$ cat config.mk
export PLATFORM = sky130hd
export DESIGN_NAME = pipe_ctrl
export DESIGN_NICKNAME = d
export VERILOG_FILES = /design/src/rtl/pipe_ctrl_pkg.sv /design/src/rtl/pipe_ctrl_dmem_wait_fsm.sv /design/src/rtl/pipe_ctrl.sv
export SDC_FILE = /design/constraint.sdc
export NUM_CORES = 1
export LEC_CHECK = 0
export CAP_MARGIN = 20
export CORE_MARGIN = 2
export CORE_UTILIZATION = 35
export CTS_CLUSTER_DIAMETER = 120
export CTS_CLUSTER_SIZE = 28
export DETAILED_ROUTE_END_ITERATION = 7
export GPL_TIMING_DRIVEN = 0
export PLACE_DENSITY = 0.69
export RECOVER_POWER = 25
export SETUP_SLACK_MARGIN = 0.4
export SYNTH_ARGS = -nofsm -noshare
export SYNTH_HDL_FRONTEND = slang
export SYNTH_HIERARCHICAL = 1
export SYNTH_SLANG_ARGS = --single-unit
export TNS_END_PERCENT = 10
$ cat constraint.sdc
create_clock -name clk -period 2.4 [get_ports clk]
set_input_delay 0.36 -clock clk [delete_from_list [all_inputs] [get_ports clk]]
set_output_delay 0.36 -clock clk [all_outputs]
set_load 0.01 [all_outputs]
$ cat src/rtl/pipe_ctrl_pkg.sv
// Shared types and constants for the pipeline controller and its memory-wait FSM.
package pipe_ctrl_pkg;

    typedef enum logic [1:0] {
        StIdle = 2'd0,
        StReq  = 2'd1,
        StErr  = 2'd2
    } mem_state_t;

    localparam logic [4:0] REG_X0 = 5'd0;
    localparam int unsigned MEM_TIMEOUT_DEFAULT = 64;

endpackage

$ cat src/rtl/pipe_ctrl_dmem_wait_fsm.sv
// Data-memory req/ack sequencer with a timeout that parks the FSM in a terminal error state.
module dmem_wait_fsm
    import pipe_ctrl_pkg::*;
#(
    parameter int unsigned MEM_TIMEOUT = MEM_TIMEOUT_DEFAULT
) (
    input  logic       clk,
    input  logic       rst,
    input  logic       mem_valid_i,
    input  logic       ack_i,
    output mem_state_t state_o,
    output logic       req_o,
    output logic       done_o,
    output logic       err_o
);

    localparam int unsigned TimerW = $clog2(MEM_TIMEOUT);
    localparam logic [TimerW-1:0] TimerMax = TimerW'(MEM_TIMEOUT - 1);

    mem_state_t        state_q;
    logic [TimerW-1:0] timer_q;

    always_ff @(posedge clk) begin
        if (!rst) begin
            state_q <= StIdle;
            timer_q <= '0;
        end else begin
            unique case (state_q)
                StIdle: begin
                    timer_q <= '0;
                    if (mem_valid_i) state_q <= StReq;
                end
                StReq: begin
                    // An ack in the last allowed cycle still wins over the timeout.
                    if (ack_i) begin
                        state_q <= StIdle;
                    end else if (timer_q == TimerMax) begin
                        state_q <= StErr;
                    end else begin
                        timer_q <= timer_q + 1'b1;
                    end
                end
                StErr: begin
                    state_q <= StErr;
                end
                default: state_q <= StIdle;
            endcase
        end
    end

    assign state_o = state_q;
    assign req_o   = rst && (state_q == StReq);
    assign done_o  = (state_q == StReq) && ack_i;
    assign err_o   = (state_q == StErr);

endmodule

$ cat src/rtl/pipe_ctrl.sv
// Pipeline controller: stage enables/flushes from memory freeze, taken branches and load-use
// hazards, plus stall and flush event counters.
module pipe_ctrl
    import pipe_ctrl_pkg::*;
#(
    parameter int unsigned MEM_TIMEOUT = MEM_TIMEOUT_DEFAULT,
    parameter int unsigned CNT_W       = 32
) (
    input  logic             clk,
    input  logic             rst,
    input  logic [4:0]       d_rs1,
    input  logic [4:0]       d_rs2,
    input  logic             d_rs1_use,
    input  logic             d_rs2_use,
    input  logic [4:0]       e_rd,
    input  logic             e_is_load,
    input  logic             e_br_taken,
    input  logic             m_mem_valid,
    input  logic             dmem_ack,
    output logic             pc_en,
    output logic             reg_d_en,
    output logic             reg_e_en,
    output logic             reg_m_en,
    output logic             reg_d_flush,
    output logic             reg_e_flush,
    output logic             reg_w_flush,
    output logic             dmem_req,
    output logic             mem_err,
    output logic [CNT_W-1:0] stall_cnt,
    output logic [CNT_W-1:0] flush_cnt
);

    mem_state_t mem_state;
    logic       mem_done;
    logic       freeze;
    logic       load_use;

    dmem_wait_fsm #(
        .MEM_TIMEOUT(MEM_TIMEOUT)
    ) u_dmem_wait_fsm (
        .clk        (clk),
        .rst        (rst),
        .mem_valid_i(m_mem_valid),
        .ack_i      (dmem_ack),
        .state_o    (mem_state),
        .req_o      (dmem_req),
        .done_o     (mem_done),
        .err_o      (mem_err)
    );

    assign freeze   = (m_mem_valid && !mem_done) || (mem_state == StErr);
    assign load_use = e_is_load && (e_rd != REG_X0) &&
                      ((d_rs1_use && (d_rs1 == e_rd)) || (d_rs2_use && (d_rs2 == e_rd)));

    always_comb begin
        pc_en       = 1'b0;
        reg_d_en    = 1'b0;
        reg_e_en    = 1'b0;
        reg_m_en    = 1'b0;
        reg_d_flush = 1'b0;
        reg_e_flush = 1'b0;
        reg_w_flush = 1'b0;
        if (rst) begin
            if (freeze) begin
                // W takes a bubble so the held M instruction does not write back twice.
                reg_w_flush = 1'b1;
            end else if (e_br_taken) begin
                pc_en       = 1'b1;
                reg_d_en    = 1'b1;
                reg_e_en    = 1'b1;
                reg_m_en    = 1'b1;
                reg_d_flush = 1'b1;
                reg_e_flush = 1'b1;
            end else if (load_use) begin
                reg_e_en    = 1'b1;
                reg_e_flush = 1'b1;
                reg_m_en    = 1'b1;
            end else begin
                pc_en    = 1'b1;
                reg_d_en = 1'b1;
                reg_e_en = 1'b1;
                reg_m_en = 1'b1;
            end
        end
    end

    always_ff @(posedge clk) begin
        if (!rst) begin
            stall_cnt <= '0;
            flush_cnt <= '0;
        end else begin
            if (freeze || (load_use && !e_br_taken)) stall_cnt <= stall_cnt + CNT_W'(1);
            if (e_br_taken && !freeze) flush_cnt <= flush_cnt + CNT_W'(1);
        end
    end

endmodule
# Word-level counts from Yosys, hierarchy flattened
# Cells that the tools add are included.
totals:
  n_memories: 0
  in_bits: 23
  elab_cells: 58
  rom_bits: 0
  output_inout_bits: 73
  ff_bits: 72
  latchBits: 0
  ramBits: 0
op_classes:
  mul: 0
  n_mux: 22
  n_div: 0
  bitwise: 0
  add_sub_neg: 3
  n_lt_le_gt_ge: 0
  shifts: 0
  reduce_logical: 20
  n_eq_ne: 9
op_table:
  columns: ["cell", "count"]
  rows:
  - ["adder 32 x 1 -> 32 bit (second input constant)", 2]
  - ["two-way mux 1 bit", 15]
  - ["two-way mux 6 bit", 2]
  - ["case mux 6 bit (2 select lines)", 1]
  - ["== test 5 bit", 2]
  - ["logical AND 1 bit", 9]
  - ["adder 6 x 1 -> 6 bit (second input constant)", 1]
  - ["== test 6 bit (second input constant)", 1]
  - ["two-way mux 2 bit", 3]
  - ["inequality test 2 bit (second input constant)", 3]
  - ["case mux 2 bit (3 select lines)", 1]
  - ["nonzero test 5 bit", 1]
  - ["logical NOT 1 bit", 3]
  - ["logical OR 1 bit", 3]
  - ["inequality test 3 x 2 -> 1 bit (second input constant)", 1]
  - ["AND reduction 3 bit", 1]
  - ["== test 2 x 1 -> 1 bit (second input constant)", 1]
  - ["== test 2 bit (second input constant)", 1]
  - ["logical NOT 2 bit", 1]
  - ["AND reduction 2 bit", 1]
  - ["nonzero test 2 bit", 1]

# Longest topological paths before layout
# Gate-level depths: netlist (run 1).
logic_depth:
  word_depth: 8
  ltp_mapped: 9
  depth_no_buf: 8

# Cells and area by module
# Netlist (run 1), hierarchy kept.
by_module_without_submodules:
  columns: ["module", "n_inst", "area_each_um2", "cells_each", "seq_area_each_um2"]
  rows:
  - ["pipe_ctrl", 1, 3244.4, 381, 1281.2]
  - ["dmem_wait_fsm", 1, 493.0, 58, 160.2]

# Least setup slack after synthesis (run 1)
# Ideal clock, no wire load.
synth_path:
  kind: "input-to-output"
  from: "input e_rd[1]"
  to: "output reg_d_en"
  t_arrival_ns: 1.672
  path_stages: 5
  required_time_ns: 2.040
  path_slack_ns: 0.368
  n_path_buf: 1
  path_cell_list: "or4_1 > o21ai_2 > nor2_1 > a21boi_0 > buf_4"
synth_via:
  elab_chain_cells: 8
  word_cells_on_any_way: 12
  classes_between: "eq/ne (2); mux (4); reduce/logical (6)"
synth_rtl:
  columns: ["item", "line_no", "source"]
  rows:
  - ["from (decl)", "pipe_ctrl.sv:15", "input logic [4:0] e_rd,"]
  - ["== test 5 bit", "pipe_ctrl.sv:53", "((d_rs1_use && (d_rs1 == e_rd)) || (d_rs2_use && (d_rs2 == e_rd)));"]
  - ["logical AND 1 bit", "pipe_ctrl.sv:53", null]
  - ["logical OR 1 bit", "pipe_ctrl.sv:53", null]
  - ["logical AND 1 bit (*)", "pipe_ctrl.sv:52", "assign load_use = e_is_load && (e_rd != REG_X0) &&"]
  - ["two-way mux 1 bit (*) (4 in a row)", null, null]
  - ["to (decl)", "pipe_ctrl.sv:21", "output logic reg_d_en,"]
# Every way passes the cells marked *; elsewhere a longest branch is shown, timed or not.

# Worst setup path in the final report (run 1)
layout_path:
  from: "register u_dmem_wait_fsm.state_q[1], in the netlist u_dmem_wait_fsm/state_o[1]"
  to: "output reg_d_en"
layout_via:
  elab_chain_cells: 7
  word_cells_on_any_way: 8
  classes_between: "eq/ne (2); mux (2); reduce/logical (4)"
layout_rtl:
  columns: ["item", "line_no", "source"]
  rows:
  - ["from (decl)", "pipe_ctrl_dmem_wait_fsm.sv:20", "mem_state_t state_q;"]
  - ["from (signal assigned)", "pipe_ctrl_dmem_wait_fsm.sv:25", "state_q <= StIdle;"]
  - ["from (signal assigned)", "pipe_ctrl_dmem_wait_fsm.sv:31", "if (mem_valid_i) state_q <= StReq;"]
  - ["from (signal assigned)", "pipe_ctrl_dmem_wait_fsm.sv:36", "state_q <= StIdle;"]
  - ["== test 2 x 1 -> 1 bit", "pipe_ctrl_dmem_wait_fsm.sv:53", "assign done_o = (state_q == StReq) && ack_i;"]
  - ["logical AND 1 bit", "pipe_ctrl_dmem_wait_fsm.sv:53", null]
  - ["named net mem_done", "pipe_ctrl.sv:34", "logic mem_done;"]
  - ["logical NOT 1 bit", "pipe_ctrl.sv:51", "assign freeze = (m_mem_valid && !mem_done) || (mem_state == StErr);"]
  - ["logical AND 1 bit", "pipe_ctrl.sv:51", null]
  - ["logical OR 1 bit", "pipe_ctrl.sv:51", null]
  - ["two-way mux 1 bit", "pipe_ctrl.sv:64", "if (freeze) begin"]
  - ["two-way mux 1 bit", "pipe_ctrl.sv:63", "if (rst) begin"]
# The timed path passes the listed nets, and every way through them passes these cells.

==> out/qor.yml, run 1 <==
worst_setup_path:
  r2r-end: "flush_cnt[16]"
  required_ps: 2040
  critPathMaxFanout: 4
  path_cells: "nand2b_4 -> nor2_1 -> nand2b_1 -> nand2_4 -> nor2_4 -> a21boi_4 -> buf_4 -> buf_2"
  slowest_stage: "dfxtp_1"
  cp.arrival_ps: 1730
  crit_type: "reg2out"
  worstRegToRegCells: 9
  regToRegStartpoint: "u_dmem_wait_fsm/state_o[1]"
  critPathTopFamily: "simple AND/OR/NAND/NOR gates"
  endpoint_kind: "output port"
  startpoint: "u_dmem_wait_fsm/state_o[1]"
  cp-start-kind: "flip-flop"
  cp_num_buf_inv: 2
  slowest_delay_ps: 320
  r2r_slack_ps: 370
synthesis:
  ys_ff_latch: 72
  synth-edff-count: 0
  syn_inst: 439
  ys_warn_count: 6
  synthFlopType: "dfxtp_1"
  synth_cell_types: 58
  yosysSeqAreaShare_pct: 38.6
  ys_async_sr_fraction_pct: 0
  syn-num-nets: 465
  synth_area_per_cell_um2: 8.51
  netlist_area_mm2: 0.00374
clock_network:
  clockBufferDepth: 2
  clk-insertion-delay-late_ps: 360
  h-tree-depth: 3
  cts_tree: "built"
  cts_made_buffers: 9
  cts.clk_slew.worst_paths_ps: 80
  cts-root-buf: "clkbuf_8"
  cts_sinks: 72
timing:
  worstMarginPinSlew_ps: 547
  hold_viol_final: 0
  setup_viol: 0
  slew_headroom_pct: 63.6
  drv_slew: 0
  fmax_mhz: 478
  finalCritPeriodShare_pct: 87.2
  tns_ps: 0
  fin_skew_ps: 11.6
  whs_ps: 427
  period_needed_ps: 2090
  setup_ws_ps: 307
  rsz0062_at_grt: "yes"
run:
  drv_cap: 0
die:
  dieWidth_um: 107
  die-area_mm2: 0.0115
  placementRows: 37
  io_pins: 96
  die_h_um: 107
  start_util_pct: 36.2
  core_area_mm2: 0.0103
global_route:
  grt_pass1_wl_mm: 17.6
  grt_max_degree: 13
  antenna_found_initial: 0
  grt_overflow_total: 0
  grt_use_total_pct: 18.9
  grt_pass1_vias: 3632
drt:
  wirelength_mm: 10.7
  routed_via_density: 5.39
  postRouteAntennaNets: 0
  vias: 3775
  wire_per_inst_um: 15.2
  drc: 0
  dr.pass1.iters: 4
  initialDrtViolationCount: 227
layout:
  area_growth_pct: 40.8
  final_util_pct: 51.0
  drive_gt1_share_pct: 15.4
  diodes: 0
  final_nets: 585
hold_path:
  hold_path_class: "in2reg"
  holdPathEnd: "u_dmem_wait_fsm/timer_q[1]"
  whs_path_depth: 2
  min_from: "dmem_ack"
pwr:
  max-vdd-ir-drop_uv: 237
  powerDensity_mw_per_mm2: 480
  p_leak_nw: 1.90
  power_w: 0.00253
placement:
  hpwl_mm: 7.59
  io_buffers: 95
  place.gp.congestion: 0.846
  pre_cts_ws_ps: -705
run_status:
  run_status: "finished clean"
power breakdown:
group          internal [W]  switching [W]  leakage, nW
combinational      0.000110       0.000124         1.22
clock              0.000587       0.000491        0.104
sequential          0.00120      0.0000115        0.582
per-layer routing:
metal	share of wire, %	up-vias	GRT usage (%)
li1	-	1858	-
met1	45	1811	24.1
met2	49	96	31.9
met3	4.7	10	3.39
met4	0.96	0	6.78
met5	0	-	0
registers in the layout, indices dropped and copies added (netlist names):
signal / flops
u_dmem_wait_fsm/timer_q: 6
flush_cnt: 32
stall_cnt: 32
u_dmem_wait_fsm/state_o: 2
worst max-delay path by stage:
stage	endpoint	depth (start not counted)
2_1_floorplan	reg_d_en	7
3_5_place_dp	reg_d_en	9
3_3_place_gp	reg_d_en	9
5_1_grt	reg_d_en	8
4_1_cts	flush_cnt[30]	6
6_report	reg_d_en	8
per-stage QoR:
stage	cells	area, um^2
after floorplan	439	3740
final	700	5260
after detailed placement	670	4860
after global routing	700	5260
after CTS	691	5180
after global placement	670	4860
cell usage in the layout, fill, tap and decap left out, types with 18 or more instances in the layout:
cell type | netlist | final
dlygate4sd3_1 | 0 | 19
a21oi_1 | 39 | 36
dfxtp_1 | 72 | 69
nand2_1 | 30 | 29
o21ai_0 | 18 | 18
clkdlybuf4s50_1 | 0 | 51
or3_1 | 24 | 24
nand3_1 | 28 | 27
nand4_1 | 22 | 22
nor2_1 | 33 | 31
xnor2_1 | 21 | 19
Yosys cell counts (all sizes together) (2+ instances only):
cell type  count  area, um^2
or4           11        82.6
and2          13        81.3
nor2b          2        12.5
nand2b         6        37.5
buf           11         113
or3           26         169
and3           8        52.6
nand3         29         150
o41ai          3        26.3
a31oi          2        12.5
nor3           7        51.3
o311ai         2        17.5
nand4         22         138
o22ai          2        18.8
nor4           3        48.8
dfxtp         72        1440
ha             3        37.5
clkbuf        10        38.8
nand2         31         124
a21oi         40         211
and4           9        80.1
o21ai         28         144
xnor2         21         184
inv            8        30.0
o31ai          8        60.1
nor2          33         124
xor2          16         140
repair_timing:
action / in CTS / in global routing
pin swaps: 22 / 8
gates resized for setup: 88 / 13
endpoints found under the setup margin: 68 / 56
hold buffers: 0 / 0
setup buffers: 5 / 9
cell type report:
cell class | count | area [um^2]
plain buffers | 21 | 173
clock buffers | 11 | 131
clock inverters | 5 | 81.3
fillers | 1023 | 5060
inverters | 8 | 30.0
multi-input cells | 338 | 2220
flip-flops and latches | 72 | 1450
well taps | 136 | 170
repair buffers | 109 | 1010
cell families after synthesis:
group	synth area share, %
muxes	0.268
xor gates and xnor gates	8.67
buffers and inverters	4.85
DFF	38.6
adders and majority gates	1.00
and+or+nand+nor	31.5
AOI/OAI and AO/OA	15.1
(Power assumes the default switching activity.)
==> inputs of run 2 (changes only) <==
--- a/config.mk
+++ b/config.mk
@@ -9,3 +9,3 @@
 export CORE_MARGIN = 2
-export CORE_UTILIZATION = 35
+export CORE_UTILIZATION = 45
 export CTS_CLUSTER_DIAMETER = 120
@@ -14,3 +14,3 @@
 export GPL_TIMING_DRIVEN = 0
-export PLACE_DENSITY = 0.69
+export PLACE_DENSITY = 0.83
 export RECOVER_POWER = 25
--- a/constraint.sdc
+++ b/constraint.sdc
@@ -3,2 +3,2 @@
 set_output_delay 0.36 -clock clk [all_outputs]
-set_load 0.01 [all_outputs]
+set_load 0.02 [all_outputs]
==> out/qor.yml, run 2 (synthesized netlist as in run 1, its figures left out) <==
global_route:
  grt_overflow_total: 0  # unchanged
  grt_pass1_wl_mm: 16.2  # -7.6%
  grt_pass1_vias: 3491  # -3.9%
  grt_use_total_pct: 22.1  # +3.2 points
  grt_max_degree: 14  # +1
  antenna_found_initial: 0  # unchanged
drt:
  drc: 0  # unchanged
  initialDrtViolationCount: 159  # -30%
  routed_via_density: 5.67  # +5.1%
  dr.pass1.iters: 5  # +1
  postRouteAntennaNets: 0  # unchanged
  vias: 3769  # -0.16%
  wirelength_mm: 9.98  # -6.4%
  wire_per_inst_um: 15.0  # -1.5%
worst_setup_path:
  slowest_stage: "dlygate4sd3_1"
  worstRegToRegCells: 7  # -2
  regToRegStartpoint: "flush_cnt[8]"
  path_cells: "dlygate4sd3_1 -> inv_2 -> clkbuf_4 -> clkbuf_8 -> nor2_2 -> buf_4"
  critPathTopFamily: "buffers and inverters"
  r2r-end: "flush_cnt[26]"
  cp-start-kind: "input port"
  endpoint_kind: "output port"
  cp_num_buf_inv: 5  # +3
  slowest_delay_ps: 600  # +280 ps
  required_ps: 2040  # about the same
  crit_type: "in2out"
  r2r_slack_ps: 410  # +40 ps
  cp.arrival_ps: 1730  # about the same
  critPathMaxFanout: 10  # +6
hold_path:
  whs_path_depth: 2  # unchanged
  holdPathEnd: "u_dmem_wait_fsm/timer_q[1]"
  min_from: "dmem_ack"
  hold_path_class: "in2reg"
layout:
  final_cell_mix: "68 x dfxtp_1, 49 x clkdlybuf4s50_1, 38 x a21oi_1"
  drive_gt1_share_pct: 14.5  # -0.96 points
  final_util_pct: 63.1  # +12 points
  num-fill-cells: 667  # -35%
  final_nets: 581  # -0.68%
  top_regs: "flush_cnt (32), stall_cnt (32), u_dmem_wait_fsm/timer_q (6)"
  layout.cells.most_common: "dfxtp_1"
  design_area_mm2: 0.00513  # -2.5%
  area_growth_pct: 37.4
  diodes: 0  # unchanged
  fin_cells: 665  # -5.0%
placement:
  dp.cells: 639  # -4.6%
  place.gp.congestion: 0.826  # -2.4%
  placed_area_mm2: 0.00483  # -0.67%
  io_buffers: 95  # unchanged
  hpwl_mm: 7.10  # -6.4%
die:
  die-area_mm2: 0.00905  # -21%
  core_area_mm2: 0.00813  # -21%
  dieWidth_um: 95.1  # -11%
  io_pins: 96  # unchanged
  placementRows: 33  # -11%
  start_util_pct: 45.9  # +9.7 points
  die_h_um: 95.1  # -11%
clock_network:
  cts_sinks: 72  # unchanged
  h-tree-depth: 3  # unchanged
  cts_made_buffers: 9  # unchanged
  cts.clk_slew.worst_paths_ps: 80  # about the same
  clk-insertion-delay-late_ps: 340  # -20 ps
  cts_tree: "built"
  clockBufferDepth: 2  # unchanged
  cts-root-buf: "clkbuf_8"
timing:
  period_needed_ps: 2090  # +1.38 ps
  fin_skew_ps: 8.34  # -3.27 ps
  hold_viol_final: 0  # unchanged
  worstMarginPinSlew_ps: 546  # -0.975 ps
  drv_slew: 0  # unchanged
  fmax_mhz: 477  # about the same
  tns_ps: 0  # unchanged
  rsz0062_at_grt: "yes"
  slew_headroom_pct: 63.6  # +0.065 points
  finalCritPeriodShare_pct: 87.3  # about the same
  setup_viol: 0  # unchanged
  whs_ps: 436  # +9.11 ps
pwr:
  p_clk_share_pct: 37.9  # -4.8 points
  p_seq_share_pct: 51.9  # +3.9 points
  max-vdd-ir-drop_uv: 505  # +110%
  combPwrFrac_pct: 10.2  # +0.9 points
  powerDensity_mw_per_mm2: 455  # -5.3%
  internal_power_w: 0.00172  # -9.7%
  switching_share_pct: 26.5  # +1.7 points
  switchingPower_w: 0.000619  # -1.3%
  p_leak_nw: 1.85  # -2.6%
run:
  drv_cap: 0  # unchanged
run_status:
  run_status: "finished clean"
==> run 2: cell types whose count changed in the layout (fill, tap and decap cells not counted), sizes merged <==
cell | previous run | this run
buf | 30 | 27
bufinv | 2 | 0
clkbuf | 25 | 23
clkdlybuf4s15 | 5 | 7
clkdlybuf4s50 | 51 | 49
clkinv | 2 | 4
dlygate4sd2 | 10 | 8
dlygate4sd3 | 19 | 21
inv | 8 | 9
==> run 2: repair_timing <==
| item | in CTS | in global routing |
|---|---|---|
| endpoints found under the setup margin | 69 | 44 |
| setup buffers | 3 | 7 |
| hold buffers | 0 | 0 |
| resized for setup | 90 | 9 |
| pin swaps | 24 | 5 |
==> run 2: how the worst max path moves through the flow <==
| stage | start | endpoint | slack, ps | cells after the start |
|---|---|---|---|---|
| final | rst | reg_w_flush | 310 | 6 |
| after global routing | u_dmem_wait_fsm/state_o[1] | reg_d_flush | 190 | 6 |
| after CTS | rst | reg_w_flush | 290 | 6 |
| after detailed placement | rst | reg_w_flush | -590 | 6 |
| after global placement | rst | reg_w_flush | -620 | 6 |
| after floorplan | u_dmem_wait_fsm/state_o[1] | reg_d_en | 410 | 7 |
==> run 2: final cells by class <==
cell class / instances / area, um^2 / share of cell area, %
flip-flops and latches: 72 / 1450 / 28.2
well taps: 105 / 131 / 2.56
repair buffers: 105 / 995 / 19.4
inverters: 8 / 30.0 / 0.585
clock inverters: 6 / 43.8 / 0.853
plain buffers: 21 / 166 / 3.24
clock buffers: 10 / 138 / 2.68
multi-input cells: 338 / 2180 / 42.5
==> run 2: through the flow <==
stage	setup slack (ps)	power (W)
2_1_floorplan	410	0.00137
3_3_place_gp	-623	0.00147
3_5_place_dp	-588	0.00147
4_1_cts	294	0.00235
5_1_grt	190	0.00242
6_report	305	0.00233
==> run 2: metal layers <==
| layer | up-vias | global-route usage (%) | wire length [um] |
|---|---|---|---|
| met5 | - | 0 | 0 |
| met4 | 0 | 6.88 | 123 |
| met3 | 15 | 4.58 | 696 |
| met2 | 125 | 37.3 | 5060 |
| met1 | 1782 | 28.3 | 4110 |
| li1 | 1847 | - | - |
==> run 2: worst reg2reg max path, stage by stage, from the launching register on <==
cell and delay (ps):
dfxtp_1 440, and4_1 290, nand3_1 270, nor4_4 340
buf_4 190, nand4_1 130, xor2_1 160, nor2_1 50
==> run 2: power groups by stage <==
stage	Sequential, W	Clock, W	Combinational [W]
floorplan	0.00125	0	0.000119
global placement	0.00124	0	0.000227
detailed placement	0.00124	0	0.000231
CTS	0.00121	0.000894	0.000239
global route	0.00121	0.000953	0.000255
finish	0.00121	0.000884	0.000238
==> RTL change 1 (config.mk and constraints of run 1) <==
Re-encode `mem_state_t` (3 states) as one-hot, 3 bits wide.
--- a/src/rtl/pipe_ctrl_pkg.sv
+++ b/src/rtl/pipe_ctrl_pkg.sv
@@ -3,6 +3,6 @@
 
-    typedef enum logic [1:0] {
-        StIdle = 2'd0,
-        StReq  = 2'd1,
-        StErr  = 2'd2
+    typedef enum logic [2:0] {
+        StIdle = 3'b001,
+        StReq  = 3'b010,
+        StErr  = 3'b100
     } mem_state_t;
Check against the original RTL: same outputs for any inputs over 10 cycles, from zero or initial values and one cycle with rst low; not proved beyond that.
==> RTL change 1 against run 1 <==
Count of clock-buffer cells in the layout decreased by 1; cell count increased by 2.9%; largest power group unchanged; design area increased by 9.0%; synthesized cell count increased by 1.4%; clock skew increased by 3.1 ps; worst setup slack got worse by 320 ps; critical endpoint is now flush_cnt[18]; fmax decreased by 13%; die area increased by 1.4%; sequential cell count increased by 1; area after synthesis increased by 1.5%; critical path depth increased by 2; wire length increased by 1.4%; total power decreased by 0.68%; the flow now finishes with violations (negative setup slack).
==> RTL change 1: results (changes against run 1) <==
Status: finished, violations left (was finished clean)
Failing checks: negative setup slack
Critical path arrival: 2690 ps (was 1730 ps)
Sw Pwr: 649.7 uW (was 627.3 uW)
Filler cell count: 1003 (was 1023)
Synth area leaders: dfxtp_1 39%, xnor2_1 6.2%, a21oi_1 4.9% (was dfxtp_1 39%, a21oi_1 5.2%, xnor2_1 4.9%)
First-pass GRT wire length: 18020 um (was 17570 um)
Port Buf Inserts: 95 (unchanged)
Normalized max-slew margin: 36.59% (was 63.55%)
Setup TNS: -12.66 ps (was 0 ps)
Syn avg cell area: 8.522 um2 (was 8.513 um2)
Setup Skew: 14.73 ps (was 11.61 ps)
Final Net Count: 601 (was 585)
Net Sw Frac: 25.89% (was 24.83%)
Crit path largest cell delay: 380 ps (was 320 ps)
Number of global-route vias before repair: 3748 (was 3632)
Seq pwr share: 48.9% (was 48.0%)
Fin cells: 720 (was 700)
Register area share after synthesis: 38.54% (was 38.57%)
Initial drt markers: 154 (was 227)
Clk power: 1030 uW (was 1080 uW)
Largest net degree at the start of global routing: 15 (was 13)
Final WS setup: -10.20 ps (was 306.9 ps)
List of most frequent post-synthesis cells: 73 x dfxtp_1, 39 x nor2_1, 37 x a21oi_1, 27 x nand2_1, 27 x xnor2_1 (was 72 x dfxtp_1, 39 x a21oi_1, 33 x nor2_1, 30 x nand2_1, 28 x nand3_1)
Yosys cell types: 57 (was 58)
R2r startpoint: u_dmem_wait_fsm/state_o[0] (was u_dmem_wait_fsm/state_o[1])
Overall routing resource usage: 19.13% (was 18.89%)
Mapped Nets: 471 (was 465)
Metal2 WL: 5488 um (was 5211 um)
R2R setup slack: -10 ps (was 370 ps)
GP Congestion: 0.8521 (was 0.8464)
R2r worst-path depth: 10 (was 9)
Crit path max-delay family: simple AND/OR/NAND/NOR gates (unchanged)
Worst path slowest cell: or3b_4 (was dfxtp_1)
Seq. cell area: 0.001479 mm2 (was 0.001445 mm2)
CP max FO: 6 (was 4)
WL final: 10810 um (was 10660 um)
Placed inst area: 0.004959 mm2 (was 0.004858 mm2)
Fraction of layout cells with a size suffix above 1: 25.00% (was 15.43%)
Placed Cells: 680 (was 670)
WL met3: 513 um (was 502 um)
# setup viols final: 2 (was 0)
Worst hold margin: 488.4 ps (was 426.9 ps)
Hold Crit Class: register to register (was input pin to register)
Peak VDD IR: 264.9 uV (was 236.9 uV)
Total leakage power: 0.002083 uW (was 0.001903 uW)
Setup Slack @ Placement: -624.3 ps (was -704.7 ps)
HPWL Detailed: 7417 um (was 7589 um)
-- RTL change 1: cells by family (layout without fill, tap and decap cells) --
family	Yosys count	after routing	share of synthesized area [%]
mux	2	2	0.5279
xor+xnor	41	41	9.469
buf+inv	35	170	4.619
compound gates	93	93	15.18
flops	73	73	38.54
fa+ha+maj	3	3	0.9899
simple gates	198	198	30.68
-- RTL change 1: timing repair --
| item | CTS | global route |
|---|---|---|
| endpoints found under the hold margin | 0 | 0 |
| buffers inserted | 13 | 11 |
| setup endpoints to repair | 70 | 70 |
| gates resized for setup | 141 | 27 |
| pin swaps | 78 | 41 |
-- RTL change 1: worst max-delay path by stage --
| stage | from | slack, ps | endpoint |
|---|---|---|---|
| 4_1_cts | u_dmem_wait_fsm/state_o[1] | -20 | flush_cnt[26] |
| 6_report | u_dmem_wait_fsm/state_o[0] | -10 | flush_cnt[18] |
| 5_1_grt | u_dmem_wait_fsm/state_o[2] | -100 | flush_cnt[18] |
| 3_5_place_dp | e_rd[1] | -620 | reg_d_en |
| 3_3_place_gp | e_rd[1] | -580 | reg_d_en |
| 2_1_floorplan | u_dmem_wait_fsm/state_o[1] | 150 | flush_cnt[31] |
-- RTL change 1: final cells by class --
| cell class | instances | area share [%] |
|---|---|---|
| clock buffer | 10 | 2.398 |
| inverter | 11 | 0.7194 |
| buffer | 24 | 3.706 |
| sequential | 73 | 25.77 |
| multi-input combinational | 337 | 43.34 |
| timing repair buffer | 119 | 19.75 |
| clock inverter | 6 | 1.264 |
| tap | 140 | 3.052 |
-- RTL change 1: routing by layer --
| layer | vias to the layer above | track usage (%) |
|---|---|---|
| li1 | 1883 | - |
| met2 | 109 | 32.12 |
| met4 | 0 | 6.868 |
| met3 | 24 | 4.461 |
| met1 | 1843 | 23.96 |
| met5 | - | 0 |
==> RTL change 2 (flow settings as in run 1) <==
Without the edit above. The package constant `REG_X0` goes from 5'd0 to 5'd1.
--- a/src/rtl/pipe_ctrl_pkg.sv
+++ b/src/rtl/pipe_ctrl_pkg.sv
@@ -9,3 +9,3 @@
 
-    localparam logic [4:0] REG_X0 = 5'd0;
+    localparam logic [4:0] REG_X0 = 5'd1;
     localparam int unsigned MEM_TIMEOUT_DEFAULT = 64;
Check against the original RTL: not equivalent (a bounded check fails within 4 cycles, from zero or initial values and one cycle with rst low).
==> RTL change 2 against run 1 <==
Critical endpoint is now flush_cnt[31]; critical path type is now register to register; area after synthesis down 0.10%; largest cell class unchanged; die area fell by 0.10%; fmax rose by 0.49%; largest power group unchanged; wire length fell by 2.2%; total power shrank 4.0%; worst setup slack better by 10 ps; cell count fell by 0.14%; sequential cell count unchanged; design area down 0.48%.
==> RTL change 2: results (changes against run 1) <==
Overall routing resource usage: 18.60% (was 18.89%)
Status: finished clean (unchanged)
Largest net degree at the start of global routing: 12 (was 13)
HPWL Detailed: 7532 um (was 7589 um)
DR vias/cell: 5.379 (was 5.393)
Yosys cell types: 57 (was 58)
Tot Pwr: 2426 uW (was 2527 uW)
Metal2 WL: 5081 um (was 5211 um)
Worst hold margin: 321.7 ps (was 426.9 ps)
Final Net Count: 584 (was 585)
Multi-input logic area: 0.002218 mm2 (was 0.002222 mm2)
WL final: 10420 um (was 10660 um)
Final Cycle Share: 86.79% (was 87.21%)
Vias after detailed routing: 3760 (was 3775)
Worst-skew pair later-pin latency: 340 ps (was 360 ps)
Crit path to: flush_cnt[31] (was reg_d_en)
Wl on met1: 4466 um (was 4845 um)
Total leakage power: 0.001888 uW (was 0.001903 uW)
Setup Skew: 7.823 ps (was 11.61 ps)
Setup Slack @ Placement: -602.4 ps (was -704.7 ps)
Register area share after synthesis: 38.61% (was 38.57%)
Placed inst area: 0.004855 mm2 (was 0.004858 mm2)
Synth area leaders: dfxtp_1 39%, a21oi_1 5.2%, xnor2_1 4.9% (unchanged)
CP max FO: 8 (was 4)
Filler cell count: 969 (was 1023)
Initial drt markers: 136 (was 227)
RTL change 2: kinds of logic after synthesis:
group / share of synthesized area (%)
simple gates: 31.50
fa+ha+maj: 1.005
buf+inv: 4.893
xor+xnor: 8.680
compound gates: 15.05
mux: 0.2681
flops: 38.61
RTL change 2: what timing repair did:
| item | CTS | global route |
|---|---|---|
| hold buffers | 0 | 0 |
| pin swaps | 21 | 12 |
| hold endpoints to repair | 0 | 0 |
| buffers inserted | 1 | 12 |
| setup endpoints to repair | 66 | 47 |
| resized for setup | 82 | 19 |
RTL change 2: routing by layer:
metal / global-route usage, % / up-vias
met5: 0 / -
met4: 6.030 / 0
met3: 5.448 / 25
met2: 31.51 / 113
met1: 22.59 / 1772
li1: - / 1850
RTL change 2: final cells by class:
class / instances / area share (%)
repair buffers: 108 / 19.13
flip-flops and latches: 72 / 27.56
multi-input cells: 338 / 42.35
plain buffers: 21 / 3.344
inverters: 8 / 0.5732
well taps: 136 / 3.248
clock buffers: 13 / 3.033
clock inverters: 3 / 0.7643
